File: config.mk
export PLATFORM = sky130hd
export DESIGN_NAME = pmem_ctrl
export DESIGN_NICKNAME = d
export VERILOG_FILES = /design/src/rtl/pmem_pkg.sv /design/src/rtl/pmem_rd_pipe.sv /design/src/rtl/pmem_ctrl.sv
export SDC_FILE = /design/constraint.sdc
export NUM_CORES = 1
export LEC_CHECK = 0
export CORE_MARGIN = 2
export CORE_UTILIZATION = 50
export DETAILED_ROUTE_END_ITERATION = 6
export GPL_ROUTABILITY_DRIVEN = 0
export PLACE_DENSITY_LB_ADDON = 0.1
export SKIP_CTS_REPAIR_TIMING = 1
export SLEW_MARGIN = 20
export SYNTH_ARGS = -nofsm -noshare
export SYNTH_HDL_FRONTEND = slang
export SYNTH_SLANG_ARGS = --single-unit
File: constraint.sdc
create_clock -name clk -period 3.7 [get_ports clk]
set_clock_uncertainty 0.1 [all_clocks]
set_input_delay 0.37 -clock clk [delete_from_list [all_inputs] [get_ports clk]]
set_output_delay 0.37 -clock clk [all_outputs]
set_load 0.01 [all_outputs]
File: src/rtl/pmem_pkg.sv
// Shared types and elaboration-time parameter checks for the pmem_ctrl memory.
package pmem_pkg;

  typedef enum logic {
    RDW_OLD = 1'b0,
    RDW_NEW = 1'b1
  } rdw_mode_e;

  localparam int MAX_RD_LAT = 4;
  localparam int MAX_DATA_W = 64;

  function automatic bit rd_lat_ok(input int lat);
    return (lat >= 1) && (lat <= MAX_RD_LAT);
  endfunction

  function automatic bit data_w_ok(input int w);
    return (w >= 1) && (w <= MAX_DATA_W);
  endfunction

endpackage

File: src/rtl/pmem_rd_pipe.sv
// Read-result delay line: valid, error and data advance one stage per clock.
module pmem_rd_pipe #(
  parameter int DATA_W = 4,
  parameter int STAGES = 1
) (
  input  logic              clk,
  input  logic              rst,
  input  logic              d_vld,
  input  logic              d_err,
  input  logic [DATA_W-1:0] d_data,
  output logic              q_vld,
  output logic              q_err,
  output logic [DATA_W-1:0] q_data
);

  logic [STAGES-1:0] vld_p;
  logic [STAGES-1:0] err_p;
  logic [DATA_W-1:0] data_p [STAGES];

  // Data only moves with a valid token, so the last stage holds the previous result.
  always_ff @(posedge clk) begin
    if (rst) begin
      vld_p <= '0;
      err_p <= '0;
      for (int i = 0; i < STAGES; i++) data_p[i] <= '0;
    end else begin
      vld_p[0] <= d_vld;
      err_p[0] <= d_vld & d_err;
      if (d_vld) data_p[0] <= d_data;
      for (int i = 1; i < STAGES; i++) begin
        vld_p[i] <= vld_p[i-1];
        err_p[i] <= err_p[i-1];
        if (vld_p[i-1]) data_p[i] <= data_p[i-1];
      end
    end
  end

  assign q_vld  = vld_p[STAGES-1];
  assign q_err  = err_p[STAGES-1];
  assign q_data = data_p[STAGES-1];

endmodule

File: src/rtl/pmem_ctrl.sv
// Single-port memory with written-bit tracking, selectable read-during-write
// result and a fixed-latency registered read pipeline.
module pmem_ctrl
  import pmem_pkg::*;
#(
  parameter int                DATA_W   = 4,
  parameter int                ADDR_W   = 3,
  parameter int                RD_LAT   = 1,
  parameter rdw_mode_e         RDW_MODE = RDW_OLD,
  parameter logic [DATA_W-1:0] INIT_VAL = '0
) (
  input  logic              clk,
  input  logic              rst,
  input  logic              wr,
  input  logic              rd,
  input  logic [ADDR_W-1:0] addr,
  input  logic [DATA_W-1:0] wdata,
  output logic [DATA_W-1:0] rdata,
  output logic              outp_valid,
  output logic              rd_err
);

  localparam int DEPTH = 2 ** ADDR_W;

  if (!rd_lat_ok(RD_LAT)) begin : g_bad_rd_lat
    $error("pmem_ctrl: RD_LAT must be 1..%0d", MAX_RD_LAT);
  end
  if (!data_w_ok(DATA_W)) begin : g_bad_data_w
    $error("pmem_ctrl: DATA_W must be 1..%0d", MAX_DATA_W);
  end

  logic [DATA_W-1:0] mem [DEPTH];
  logic [DEPTH-1:0]  written;
  logic [DATA_W-1:0] rd_data_in;
  logic              rd_err_in;

  // Array contents survive reset; only the written bits are cleared.
  always_ff @(posedge clk) begin
    if (!rst && wr) mem[addr] <= wdata;
  end

  always_ff @(posedge clk) begin
    if (rst)     written       <= '0;
    else if (wr) written[addr] <= 1'b1;
  end

  // Address is shared, so a same-cycle rd+wr always targets the same entry.
  always_comb begin
    rd_data_in = INIT_VAL;
    rd_err_in  = 1'b1;
    if ((RDW_MODE == RDW_NEW) && wr) begin
      rd_data_in = wdata;
      rd_err_in  = 1'b0;
    end else if (written[addr]) begin
      rd_data_in = mem[addr];
      rd_err_in  = 1'b0;
    end
  end

  pmem_rd_pipe #(
    .DATA_W (DATA_W),
    .STAGES (RD_LAT)
  ) u_rd_pipe (
    .clk    (clk),
    .rst    (rst),
    .d_vld  (rd),
    .d_err  (rd_err_in),
    .d_data (rd_data_in),
    .q_vld  (outp_valid),
    .q_err  (rd_err),
    .q_data (rdata)
  );

endmodule

==> metrics.yaml <==
routing:
  vias: 976
  viasPerCell: 5.55
  first_pass_iters: 4
  drt_iter0_markers: 70
  drc_errors: 0
  wl_um: 3250
  ant_nets: 0
  avgRoutedWirePerCell_um: 18.4
place:
  io_buffers: 16
  place.detailed.hpwl_um: 2340
  dp_cells: 168
die:
  ios: 17
  die_y_um: 64.8
  die-area_sq_um: 4190
  start_util_pct: 51.2
  row_count: 22
  coreArea_sq_um: 3610
  die_w_um: 64.8
worst_setup_path:
  cp_data_arrival_time_ns: 2.35
  worstSetupPathType: "input port to register"
  start_kind: "input port"
  crit_fanout: 16
  reg2reg_slack_ns: 2.20
  cp-end-kind: "register"
  critPathRequiredTime_ns: 3.57
cells_and_area:
  layout_common_cells: "edfxtp_1 (36), clkdlybuf4s50_1 (16), mux2i_1 (11), dfxtp_1 (10), inv_1 (9)"
  area.growth.synth_to_final_pct: 14.3
  num-fill-cells: 290
  nNetsFinal: 138
  fin_cells: 176
  layout_commonest_cell: "edfxtp_1"
  drive_gt1_share_pct: 10.2
  antennaDiodeCount: 0
pwr:
  p_clk_share_pct: 32.1
  intPower_mw: 0.740
  total_leakage_power_nw: 0.714
  powerDensity_nw_per_um2: 449
  p_sw_mw: 0.208
  seq_power_share_pct: 60.6
  vdd_drop_max_v: 0.000302
  combPwrFrac_pct: 7.2
  p_sw_share_pct: 21.9
global_routing:
  track_usage_pct: 17.4
  grt_max_degree: 17
  grt_pass1_vias: 1020
  grt-ovfl-total: 0
  grt_pass1_wl_um: 5070
  antenna_found_initial: 0
synthesis:
  yosys-top-cells-area: "edfxtp_1 (59%), dfxtp_1 (11%), mux4_1 (8.5%)"
  synth_seq_area_share_pct: 69.4
  dominantRegCellSynth: "edfxtp_1"
  asyncSetResetFlopFracSynth_pct: 0
  ys.warnings.count: 0
  ys_seq_elements: 46
  synth_area_sq_um: 1850
  syn-mean-instance-area_sq_um: 16.8
  synth.largest_area_cell: "edfxtp_1"
  synth_cell_types: 21
  yosys.area.top_type_share_pct: 58.6
  syn-num-nets: 121
  synth_enable_flop_cells: 36
  synth_cells: 110
sta:
  relSlewSlack_pct: 43.5
  hold_violations: 0
  setup_viol: 0
  period_needed_ns: 2.48
  worst_pin_slew_ns: 0.845
  max_freq_mhz: 403
  tns_ns: 0
  maxSlewViolCount: 0
  rsz0062_at_grt: "no"
  fin_crit_sh_pct: 67.1
cts:
  clockBufferDepth: 2
  numClockSinks: 46
  clk_pin_slew_ns: 0.08
  cts_max_level: 2
  cts_tree: "built"
  clk_latency_ns: 0.29
  clockRootBuffer: "clkbuf_8"
  numCtsBuffers: 5
flow_run:
  cap_violations: 0
run_status:
  status: "finished, final reports clean"
hold_path:
  hold_class: "register to register"
==> synthesized netlist by cell type, drive strengths merged, types with 2 or more instances <==
master	n
a211oi	4
buf	5
dfxtp	10
edfxtp	36
inv	9
mux2i	11
mux4	7
nand2b	3
nor2	8
o22a	2
o22ai	8
or2	2
==> power groups by stage <==
stage / combinational [mW] / clock [mW] / sequential, mW
finish: 0.0684 / 0.305 / 0.575
global route: 0.0745 / 0.338 / 0.576
CTS: 0.0692 / 0.313 / 0.575
detailed placement: 0.0688 / 0 / 0.587
global placement: 0.0688 / 0 / 0.586
floorplan: 0.0406 / 0 / 0.587
==> cells by family after synthesis <==
group,Yosys count,share of synthesized area (%)
mux,18,15.7
compound gates,14,5.56
buf+inv,15,4.54
flops,46,69.4
simple gates,17,4.75
==> worst max-delay path, cell delays in order <==
cell and delay [ns]:
clkdlybuf4s50_1 0.84, or3b_2 0.78, nor2_1 0.35
==> state kept, by name, summed over array words and instances (netlist names) <==
register and count:
u_rd_pipe.q_vld 1, mem 32, written 8, u_rd_pipe.q_err 1, u_rd_pipe.data_p 4
==> metrics by stage <==
stage | utilization, % | setup slack, ns | total power, mW | area [sq um] | hold WS, ns
CTS | 58.5 | 1.22 | 0.957 | 2110 | 0.376
finish | 58.5 | 1.22 | 0.948 | 2110 | 0.376
floorplan | - | 1.81 | 0.627 | 1850 | 0.350
global route | 58.5 | 1.12 | 0.988 | 2110 | 0.413
detailed placement | 55.9 | 0.890 | 0.655 | 2020 | 0.364
global placement | 55.9 | 0.904 | 0.655 | 2020 | 0.359
==> per-layer routing <==
metal,vias to the layer above,routed length (um),global-route usage [%]
li1,460,-,-
met1,474,1380,21.0
met2,38,1650,29.4
met3,4,179,5.38
met4,0,34,6.65
met5,-,0,0
==> path summary, 6_finish.rpt <==
kind / from / end / cells past startpoint
setup / recovery: addr[0] / mem[0][2] / 3
hold / removal: written[5] / written[5] / 2
setup reg to reg: mem[3][1] / u_rd_pipe.data_p[0][1] / 3
hold reg to reg: written[5] / written[5] / 2
==> area by class of cell <==
type	instances	area, sq um	area share [%]
clock inverters	3	25.0	1.19
inverters	9	33.8	1.60
flip-flops and latches	46	1280	60.7
clock buffers	5	68.8	3.26
well taps	48	60.1	2.85
repair buffers	16	160	7.59
multi-input cells	49	480	22.8
Power figures use the tool's default switching activity.
